[src/rtl/fetch_sequencer.sv]
// Instruction fetch sequencer: owns the fetch PC, issues one cache word request at a
// time, buffers returned words with their PC toward decode, and applies redirects.
module fetch_sequencer #(
    parameter logic [31:0] RESET_PC = 32'h0000_0000,
    parameter int unsigned QDEPTH   = 2
) (
    input  logic        clk,
    input  logic        reset,
    input  logic        redirect_valid,
    input  logic [31:0] redirect_pc,
    output logic        imem_req,
    output logic [31:0] imem_addr,
    input  logic        imem_gnt,
    input  logic        imem_rvalid,
    input  logic [31:0] imem_rdata,
    input  logic        imem_err,
    output logic        out_valid,
    output logic [31:0] out_pc,
    output logic [31:0] out_instr,
    output logic        out_fault,
    input  logic        out_ready
);

    localparam int unsigned PW  = (QDEPTH > 1) ? $clog2(QDEPTH) : 1;
    localparam int unsigned CW  = $clog2(QDEPTH) + 1;
    localparam logic [31:0] NOP = 32'h0000_0013;

    typedef enum logic [2:0] {
        S_IDLE,
        S_REQ,
        S_WAIT,
        S_DRAIN,
        S_HALT
    } state_t;

    state_t          state_q, state_d;
    logic [31:0]     fetch_pc_q, fetch_pc_d;
    logic [31:0]     req_pc_q, req_pc_d;
    logic            imem_req_q, imem_req_d;
    logic            enq, flush, deq, head_is_new;

    logic [CW-1:0]   count_q, count_d;
    logic [PW-1:0]   rd_ptr_q, rd_ptr_d;
    logic [PW-1:0]   wr_ptr_q, wr_ptr_d;
    logic [31:0]     q_pc    [QDEPTH];
    logic [31:0]     q_instr [QDEPTH];
    logic            q_fault [QDEPTH];

    logic            out_valid_q, out_valid_d;
    logic [31:0]     out_pc_q, out_pc_d;
    logic [31:0]     out_instr_q, out_instr_d;
    logic            out_fault_q, out_fault_d;

    // Redirect targets are halfword aligned; the LSB is discarded.
    logic            unused_redirect_lsb;
    assign unused_redirect_lsb = redirect_pc[0];

    assign imem_req  = imem_req_q;
    assign imem_addr = {fetch_pc_q[31:2], 2'b00};
    assign out_valid = out_valid_q;
    assign out_pc    = out_pc_q;
    assign out_instr = out_instr_q;
    assign out_fault = out_fault_q;

    // Next-state, fetch PC and enqueue decision; redirect overrides everything but IDLE.
    always_comb begin
        state_d    = state_q;
        fetch_pc_d = fetch_pc_q;
        req_pc_d   = req_pc_q;
        enq        = 1'b0;
        flush      = 1'b0;
        case (state_q)
            S_IDLE: state_d = S_REQ;
            S_REQ: begin
                if (imem_req_q && imem_gnt) begin
                    req_pc_d   = fetch_pc_q;
                    fetch_pc_d = {fetch_pc_q[31:2], 2'b00} + 32'd4;
                    state_d    = S_WAIT;
                end
            end
            S_WAIT: begin
                if (imem_rvalid) begin
                    enq     = 1'b1;
                    state_d = imem_err ? S_HALT : S_REQ;
                end
            end
            S_DRAIN: begin
                if (imem_rvalid) begin
                    state_d = S_REQ;
                end
            end
            S_HALT:  state_d = S_HALT;
            default: state_d = S_IDLE;
        endcase
        if (redirect_valid && (state_q != S_IDLE)) begin
            flush      = 1'b1;
            enq        = 1'b0;
            fetch_pc_d = {redirect_pc[31:1], 1'b0};
            case (state_q)
                S_REQ:           state_d = (imem_req_q && imem_gnt) ? S_DRAIN : S_REQ;
                S_WAIT, S_DRAIN: state_d = imem_rvalid ? S_REQ : S_DRAIN;
                default:         state_d = S_REQ;
            endcase
        end
    end

    // Queue pointers, occupancy, registered head and request gating on free space.
    always_comb begin
        deq         = out_valid_q && out_ready;
        rd_ptr_d    = rd_ptr_q;
        wr_ptr_d    = wr_ptr_q;
        count_d     = count_q;
        head_is_new = 1'b0;
        out_pc_d    = out_pc_q;
        out_instr_d = out_instr_q;
        out_fault_d = out_fault_q;
        if (flush) begin
            rd_ptr_d = wr_ptr_q;
            count_d  = '0;
        end else begin
            if (enq) begin
                wr_ptr_d = wr_ptr_q + PW'(1);
            end
            if (deq) begin
                rd_ptr_d = rd_ptr_q + PW'(1);
            end
            count_d     = count_q + CW'(enq) - CW'(deq);
            head_is_new = enq && ((count_q - CW'(deq)) == '0);
        end
        out_valid_d = (count_d != '0);
        if (out_valid_d) begin
            if (head_is_new) begin
                out_pc_d    = req_pc_q;
                out_instr_d = imem_rdata;
                out_fault_d = imem_err;
            end else begin
                out_pc_d    = q_pc[rd_ptr_d];
                out_instr_d = q_instr[rd_ptr_d];
                out_fault_d = q_fault[rd_ptr_d];
            end
        end
        imem_req_d = (state_d == S_REQ) && (count_d < CW'(QDEPTH));
    end

    // Control and head registers.
    always_ff @(posedge clk or posedge reset) begin
        if (reset) begin
            state_q     <= S_IDLE;
            fetch_pc_q  <= RESET_PC;
            req_pc_q    <= '0;
            imem_req_q  <= 1'b0;
            count_q     <= '0;
            rd_ptr_q    <= '0;
            wr_ptr_q    <= '0;
            out_valid_q <= 1'b0;
            out_pc_q    <= '0;
            out_instr_q <= NOP;
            out_fault_q <= 1'b0;
        end else begin
            state_q     <= state_d;
            fetch_pc_q  <= fetch_pc_d;
            req_pc_q    <= req_pc_d;
            imem_req_q  <= imem_req_d;
            count_q     <= count_d;
            rd_ptr_q    <= rd_ptr_d;
            wr_ptr_q    <= wr_ptr_d;
            out_valid_q <= out_valid_d;
            out_pc_q    <= out_pc_d;
            out_instr_q <= out_instr_d;
            out_fault_q <= out_fault_d;
        end
    end

    // Queue storage, written at the tail on enqueue.
    always_ff @(posedge clk or posedge reset) begin
        if (reset) begin
            for (int i = 0; i < int'(QDEPTH); i++) begin
                q_pc[i]    <= '0;
                q_instr[i] <= NOP;
                q_fault[i] <= 1'b0;
            end
        end else if (enq) begin
            q_pc[wr_ptr_q]    <= req_pc_q;
            q_instr[wr_ptr_q] <= imem_rdata;
            q_fault[wr_ptr_q] <= imem_err;
        end
    end

endmodule

[config.mk]
export PLATFORM = sky130hd
export DESIGN_NAME = fetch_sequencer
export DESIGN_NICKNAME = d
export VERILOG_FILES = /design/src/rtl/fetch_sequencer.sv
export SDC_FILE = /design/constraint.sdc
export NUM_CORES = 1
export LEC_CHECK = 0
export CAP_MARGIN = 25
export CORE_MARGIN = 2
export CORE_UTILIZATION = 34
export CTS_CLUSTER_DIAMETER = 60
export CTS_CLUSTER_SIZE = 30
export DETAILED_ROUTE_END_ITERATION = 6
export GPL_TIMING_DRIVEN = 1
export SYNTH_ARGS = -nofsm -noshare
export SYNTH_HDL_FRONTEND = slang
export SYNTH_SLANG_ARGS = --single-unit
[constraint.sdc]
create_clock -name clk -period 8.6 [get_ports clk]
set_input_delay 0.86 -clock clk [delete_from_list [all_inputs] [get_ports clk]]
set_output_delay 0.86 -clock clk [all_outputs]
set_load 0.05 [all_outputs]
==> results of run 1 <==
per-stage QoR:
step	instance area (um2)	total power (uW)	setup WS [ns]
floorplan	12660	3424	0.5147
global placement	14360	3975	3.931
detailed placement	14360	4023	3.803
CTS	15270	5258	4.352
global route	15300	5510	4.146
finish	15300	5190	4.305
synthesized netlist by cell type, drive strengths merged (4+ instances only):
library cell	number
a21oi	67
or3	4
ha	4
and4	6
a31oi	20
o31ai	16
inv	136
nor2	21
mux2i	65
buf	61
and2	7
clkbuf	69
dfstp	9
nand3	11
nand4	13
nand2	24
or4	79
o211ai	64
o21ai	17
a32o	64
mux2	93
dfrtp	254
and3	4
xor2	9
cell type report:
| type | count | area (um2) | area share |
|---|---|---|---|
| clock buffers | 28 | 689.4 | 0.04506 |
| clock inverters | 19 | 221.5 | 0.01447 |
| inverters | 136 | 518.0 | 0.03386 |
| multi-input cells | 612 | 4908 | 0.3208 |
| flip-flops and latches | 263 | 6593 | 0.4309 |
| well taps | 468 | 585.6 | 0.03827 |
| repair buffers | 180 | 1784 | 0.1166 |
cell families (layout without fill, tap and decap cells):
| family | Yosys count | count (layout) | share of synthesized area |
|---|---|---|---|
| muxes | 158 | 158 | 0.1342 |
| adders and majority gates | 4 | 4 | 0.003955 |
| DFF | 263 | 263 | 0.5210 |
| AOI/OAI and AO/OA | 252 | 252 | 0.1445 |
| xor gates and xnor gates | 12 | 12 | 0.009492 |
| buffers and inverters | 266 | 363 | 0.09571 |
| and+or+nand+nor | 183 | 183 | 0.09096 |
| other | 1 | 3 | 0.0002963 |
path summary, 6_finish.rpt:
path / end / depth (start not counted) / slack (ns)
min in group asynchronous: out_instr[23] / 2 / 0.76
max reg2reg: out_pc[1] / 9 / 4.68
max: out_pc[1] / 10 / 4.31
max in group asynchronous: out_pc[19] / 4 / 6.36
min: q_instr[0] / 2 / 0.48
min reg2reg: q_instr[0] / 2 / 0.48
state kept, by name (all words and copies together) (netlist names):
register	count
wr_ptr_q	1
out_fault	1
q_fault	2
q_instr	64
rd_ptr_q	1
fetch_pc_q	31
count_q	2
out_instr	32
q_pc	62
out_pc	31
out_valid	1
imem_req	1
state_q	3
req_pc_q	31
metal layers:
layer,track usage,part of all wire
met2,0.2722,0.47
met5,0,0
met1,0.2281,0.48
met4,0.03620,0.014
met3,0.02259,0.037
worst max-delay path, cell delays in order:
cell and delay (ns):
clkdlybuf4s50_1 0.54, and4bb_1 0.38, nor2b_1 0.43, ha_1 0.25
xor3_1 0.27, o21ai_4 0.13, buf_4 0.52, buf_4 0.75
a21oi_1 0.11, a32o_1 0.30
report_power, final:
part | switching [uW] | internal [uW]
clock network | 527 | 684
registers | 266 | 1640
logic | 1240 | 833
total | 2030 | 3160
==> results_dict.tcl, run 1 <==
set metrics [dict create \
    r2r_start "state_q[1]" \
    clkTransAtPathRegs_ns 0.06 \
    htreeDepth 1 \
    cp-start-kind "input port" \
    drive_gt1_frac 0.1414 \
    yosys-top-cells-area "dfrtp_1 50%, mux2_2 8.3%, mux2i_1 5.1%" \
    synth_seq_area_share 0.5210 \
    min_period_ns 4.295 \
    die-area_um2 38780 \
    outcome "finished clean" \
    finClkSkew_ns 0.01273 \
    cts_resized 0 \
    n_antenna_cell 0 \
    layout_worst_path_cycle_share 0.4994 \
    ys_seq_elements 263 \
    top_level_ports 170 \
    hold_buffers 0 \
    drt-total-wl_um 31350 \
    route.detailed.drc 0 \
    nets 1295 \
    drtIter0Drc 451 \
    grtUsageTotal 0.1639 \
    timing.hold.ws_ns 0.4844 \
    final-setup-viol-count 0 \
    max_slew.worst_pin.slew_ns 1.025 \
    core_um2 36610 \
    drt_pass1_iterations 4 \
    critPathArrivalTime_ns 4.71 \
    routabilityCongestion 0.7197 \
    yosysWarnings 0 \
    syn_area_um2 12650 \
    slew_headroom 0.3151 \
    synth_ff_type "dfrtp_1" \
    cts.sinks 263 \
    final_common_cell "dfrtp_1" \
    min_path_type "reg2reg" \
    cts-root-buf "clkbuf_16" \
    syn_inst 1139 \
    fillCellCount 3481 \
    synth-async-reset-ratio 1.000 \
    synth_top_area_cell "dfrtp_1" \
    tns_ns 0 \
    wl_per_cell_um 18.38 \
    fin_cells 1706 \
    cts_tree "done" \
    clock.fmax_mhz 232.8 \
    areaGrowthSynthToFinish_pct 20.90 \
    post_cts_buffers 0 \
    grt_pass1_wl_um 51730 \
    rows 70 \
    start_util 0.3457 \
    cts_made_buffers 27 \
    cp_data_required_time_ns 9.01 \
    antenna_found_initial 0 \
    p_leak_uw 0.007344 \
    fp.dieW_um 196.9 \
    path_max_fanout 75 \
    slew_viol_final 0 \
    crit_type "in2reg" \
    synth_area_per_cell_um2 11.11 \
    p_per_area_nw_per_um2 339.2 \
    numPortBuffers 165 \
    grt_max_degree 136 \
    hp-start "q_instr[0]" \
    final_util 0.4179 \
    grt_pass1_vias 9345 \
    antenna_left 0 \
    dp_hpwl_um 18600 \
    rsz0062_at_grt "false" \
    clock_path_buffers 3 \
    cap_violations 0 \
    dp.cells 1658 \
    ir_drop_v 0.0001563 \
    clk_latency_ns 0.53 \
    endpoint_kind "flip-flop" \
    finalHoldViolCount 0 \
    die_h_um 196.9 \
    globalRouteOverflowTotal 0 \
    mostFrequentLayoutCells "254 x dfrtp_1, 165 x clkdlybuf4s50_1, 135 x inv_1, 93 x mux2_2, 79 x or4_1" \
    critical_path.startpoint "redirect_valid" \
    synth_top_cell_area_share 0.5023 \
    vias 9089 \
    via_per_inst 5.328 \
    synth-edff-count 0 \
    netlist-cell-type-count 46 \
]
Power figures use the tool's default switching activity.
==> run 2, diff against run 1 <==
clock period = 4.5 ns   (was 8.6 ns; I/O delays follow)
==> run 2 against run 1 <==
Total power up 89%. Utilization is 0.21 points higher. Critical path depth fell by 2. Global-route usage down 0.43 points. Sequential power is 91% higher.
==> results_dict.tcl, run 2 (synthesized netlist as in run 1, its figures left out) <==
set metrics [dict create \
    outcome "finished clean" \
    wl_per_cell_um 17.98 \
    grt_max_degree 92 \
    drtIter0Drc 368 \
    route.detailed.drc 0 \
    grtUsageMet3 0.02173 \
    p_total_uw 9813 \
    met1_usage 0.2244 \
    largest_register_ffs 64 \
    antenna_found_initial 0 \
    endpoint_kind "flip-flop" \
    numPortBuffers 165 \
    antenna_left 0 \
    tns_ns 0 \
    clock_path_buffers 3 \
    fp.dieW_um 196.9 \
    crit_type "reg2reg" \
    areaGrowthSynthToFinish_pct 21.49 \
    cts.sinks 263 \
    finClkSkew_ns 0.02000 \
    layout_worst_path_cycle_share 0.6909 \
    start_util 0.3457 \
    mostFrequentLayoutCells "254 x dfrtp_1, 165 x clkdlybuf4s50_1, 135 x inv_1, 93 x mux2_2, 79 x or4_1" \
    r2r_start "state_q[1]" \
    die-area_um2 38780 \
    n_antenna_cell 0 \
    cts_made_buffers 25 \
    grtUsageTotal 0.1596 \
    max_slew.worst_pin.slew_ns 1.005 \
    grt_pass1_wl_um 50510 \
    clock.fmax_mhz 321.6 \
    globalRouteOverflowTotal 0 \
    drt_pass1_iterations 4 \
    slew_headroom 0.3303 \
    final_common_cell "dfrtp_1" \
    vias 9139 \
    p_per_area_nw_per_um2 638.3 \
    cp-start-kind "flip-flop" \
    cp_data_required_time_ns 4.92 \
    critPathArrivalTime_ns 3.53 \
    final-setup-viol-count 0 \
    cts_resized 0 \
    cap_violations 0 \
    drt-total-wl_um 30760 \
    nets 1300 \
    drive_gt1_frac 0.1440 \
    cts-root-buf "clkbuf_16" \
    dp_hpwl_um 18960 \
    via_per_inst 5.341 \
    clk_latency_ns 0.54 \
    min_period_ns 3.109 \
    busiest_layer "met2" \
    timing.hold.ws_ns 0.2314 \
    die_h_um 196.9 \
    cts_tree "done" \
    ir_drop_v 0.0002390 \
    fillCellCount 3462 \
    routabilityCongestion 0.7489 \
    regMostFlops "q_instr" \
    core_um2 36610 \
    min_path_type "in2async" \
    clkTransAtPathRegs_ns 0.07 \
    rows 70 \
    path_max_fanout 40 \
    met2_usage 0.2633 \
    reg2reg_depth 8 \
    finalHoldViolCount 0 \
    htreeDepth 1 \
    post_cts_buffers 0 \
    grt_pass1_vias 9400 \
    top_level_ports 170 \
    worstReg2RegEnd "out_instr[5]" \
    p_leak_uw 0.007377 \
    rsz0062_at_grt "false" \
    rrSetupSlack_ns 1.39 \
    final_util 0.4200 \
    hold_buffers 0 \
    slew_viol_final 0 \
]
==> run 2: cell count changes in the layout (fill, tap and decap cells not counted), moves of 2 or more <==
| cell | previous run | this run |
|---|---|---|
| buf_12 | 0 | 9 |
| inv_8 | 2 | 0 |
| clkinv_8 | 1 | 3 |
| bufinv_16 | 3 | 0 |
| clkbuf_16 | 27 | 25 |
| inv_12 | 0 | 2 |
| clkinv_2 | 3 | 1 |
| clkbuf_8 | 1 | 4 |
==> run 2: worst max-delay path by stage <==
stage	start	end	slack, ns	cells past startpoint
floorplan	reset	count_q[0]	0.59	1
global placement	redirect_valid	out_instr[3]	0.90	9
detailed placement	redirect_valid	out_pc[20]	0.86	9
CTS	state_q[1]	out_instr[5]	1.37	8
global route	state_q[1]	out_instr[5]	1.14	8
finish	state_q[1]	out_instr[5]	1.39	8
==> run 2: metrics by stage <==
step | instances | setup WS [ns] | instance area [um2]
finish | 1711 | 1.391 | 15370
CTS | 1710 | 1.371 | 15350
global route | 1711 | 1.138 | 15370
global placement | 1665 | 0.9008 | 14510
detailed placement | 1665 | 0.8574 | 14510
floorplan | 1141 | 0.5878 | 12670
==> run 2: where the power goes <==
part | total, uW | internal, uW | switching (uW)
clock network | 2150 | 1130 | 1010
logic | 4020 | 1650 | 2370
registers | 3650 | 3140 | 508
total | 9810 | 5920 | 3890
==> run 2: final cells by class <==
| class | count | area [um2] | share of cell area |
|---|---|---|---|
| clock buffers | 30 | 684.4 | 0.04452 |
| inverters | 136 | 514.2 | 0.03345 |
| well taps | 468 | 585.6 | 0.03809 |
| repair buffers | 187 | 1929 | 0.1255 |
| multi-input cells | 612 | 4908 | 0.3193 |
| flip-flops and latches | 263 | 6593 | 0.4288 |
| clock inverters | 15 | 160.2 | 0.01042 |
==> run 2: routing by layer <==
| layer | part of all wire | wire (um) |
|---|---|---|
| met5 | 0 | 0 |
| met4 | 0.013 | 387 |
| met3 | 0.040 | 1240 |
| met2 | 0.47 | 14350 |
| met1 | 0.48 | 14790 |
==> run 2: critical path, stage by stage, from the launching register on <==
cell      delay (ns)
dfrtp_1         0.56
and4bb_1        0.29
nor2b_1         0.40
ha_1            0.24
xor3_1          0.27
o21ai_4         0.55
buf_12          0.30
a21oi_1         0.07
a32o_1          0.28
==> run 3, diff against run 2 <==
clock period = 3 ns   (was 4.5 ns; I/O delays follow)
==> run 3 against run 2 <==
Hold slack got worse by 0.097 ns. Critical endpoint is now out_instr[13]. Sequential power rose by 50%. Design area rose by 1.7%. Sequential share of layout area fell by 0.71 points. Largest power group unchanged. Largest cell class unchanged.
==> results_dict.tcl, run 3 (synthesized netlist as in run 1, its figures left out) <==
set metrics [dict create \
    layout_worst_path_cycle_share 0.8640 \
    grt_pass1_vias 9258 \
    p_switching_uw 5932 \
    finalHoldViolCount 0 \
    core_um2 36610 \
    multi_input_area_um2 4908 \
    die_h_um 196.9 \
    cts.sinks 263 \
    drt_pass1_iterations 4 \
    drtIter0Drc 396 \
    route.detailed.drc 0 \
    timing.hold.ws_ns 0.1343 \
    grtUsageTotal 0.1613 \
    rows 70 \
    grt_max_degree 89 \
    vias 9215 \
    hold_buffers 0 \
    rrSetupSlack_ns 0.41 \
    regMostFlops "q_instr" \
    min_period_ns 2.592 \
    die-area_um2 38780 \
    htreeDepth 1 \
    power_frac_seq 0.364 \
    numPortBuffers 165 \
    cts_resized 0 \
    dp.cells 1673 \
    layout_setup_ws_ns 0.4080 \
    start_util 0.3457 \
    wl_per_cell_um 17.93 \
    post_cts_buffers 0 \
    fp.dieW_um 196.9 \
    final-setup-viol-count 0 \
    max_slew.worst_pin.slew_ns 0.6143 \
    rsz0062_at_grt "false" \
    regArea_um2 6593 \
    slew_headroom 0.5892 \
    finClkSkew_ns 0.01908 \
    cp-start-kind "flip-flop" \
    cap_violations 0 \
    n_antenna_cell 0 \
    clkTransAtPathRegs_ns 0.07 \
    drt-total-wl_um 30910 \
    final_common_cell "dfrtp_1" \
    p_leak_uw 0.007498 \
    top_level_ports 170 \
    clk_latency_ns 0.56 \
    cts_tree "done" \
    clock_path_buffers 3 \
    cp_data_required_time_ns 3.43 \
    cts_made_buffers 28 \
    fillCellCount 3521 \
    areaGrowthSynthToFinish_pct 23.55 \
    comb_power_share 0.403 \
    final_util 0.4271 \
    cts-root-buf "clkbuf_16" \
    min_path_type "in2async" \
    p_per_area_nw_per_um2 964.1 \
    via_per_inst 5.345 \
    ir_drop_v 0.0005482 \
    drive_gt1_frac 0.1513 \
    globalRouteOverflowTotal 0 \
    path_max_fanout 71 \
    routabilityCongestion 0.7508 \
    mostFrequentLayoutCells "254 x dfrtp_1, 165 x clkdlybuf4s50_1, 135 x inv_1, 93 x mux2_2, 79 x or4_1" \
    grt_pass1_wl_um 50850 \
    place_ws_ns 0.1332 \
    p_int_uw 9142 \
    outcome "finished clean" \
    nets 1310 \
    clock.fmax_mhz 385.8 \
    antenna_found_initial 0 \
    endpoint_kind "flip-flop" \
    clkPwrFrac 0.233 \
    dp_hpwl_um 18780 \
    fin_cells 1724 \
    critPathArrivalTime_ns 3.02 \
    crit_type "reg2reg" \
    largest_register_ffs 64 \
    slew_viol_final 0 \
    swShare 0.3935 \
    antenna_left 0 \
]
## run 3: cell types whose count changed in the layout (fill, tap and decap cells not counted), moves of 2 or more
cell | previous run | this run
buf_12 | 9 | 19
inv_8 | 0 | 4
buf_4 | 13 | 10
clkbuf_16 | 25 | 28
clkbuf_8 | 4 | 1
clkbuf_1 | 1 | 3
clkinv_4 | 1 | 3
clkinv_8 | 3 | 1
## run 3: per-stage QoR
step | total power, uW | area, um2 | TNS (ns)
3_5_place_dp | 11690 | 14710 | 0
5_1_grt | 15990 | 15640 | 0
2_1_floorplan | 9817 | 12670 | -193.60
4_1_cts | 15260 | 15640 | 0
6_report | 15070 | 15640 | 0
3_3_place_gp | 11560 | 14710 | 0
## run 3: critical path: stages (launching register included)
cell      delay (ns)
dfrtp_1         0.57
and4bb_1        0.32
nor2b_1         0.20
ha_1            0.18
xor3_1          0.26
o21ai_4         0.22
buf_12          0.32
a21oi_1         0.08
a32o_1          0.27
## run 3: final timing paths
check                               startpoint       endpoint  cells after the start
min in group clk                redirect_pc[1]  fetch_pc_q[1]                      3
worst max-delay path                state_q[1]  out_instr[13]                      8
worst max register to register      state_q[1]  out_instr[13]                      8
worst min register to register      out_pc[12]     out_pc[12]                      1
worst min-delay path                     reset  out_instr[22]                      2
max in group asynchronous                reset     q_instr[0]                      3
## run 3: layout make-up
class	count	share of cell area
Sequential cell	263	0.4217
Timing Repair Buffer	194	0.1348
Multi-Input combinational cell	612	0.3139
Clock buffer	32	0.04641
Tap cell	468	0.03745
Clock inverter	19	0.01288
Inverter	136	0.03289
## run 3: layer usage
layer  track usage  part of all wire  routed length, um
met5             0                 0                  0
met4       0.03732             0.018                550
met3       0.02515             0.044               1348
met2        0.2633              0.46              14250
met1        0.2257              0.48              14760
## run 3: power by group through the flow
stage	Sequential [uW]	Clock, uW	Combinational, uW
after global placement	5530	0	6030
final	5490	3510	6080
after detailed placement	5560	0	6130
after CTS	5500	3630	6140
after global routing	5660	3770	6550
after floorplan	6480	0	3330
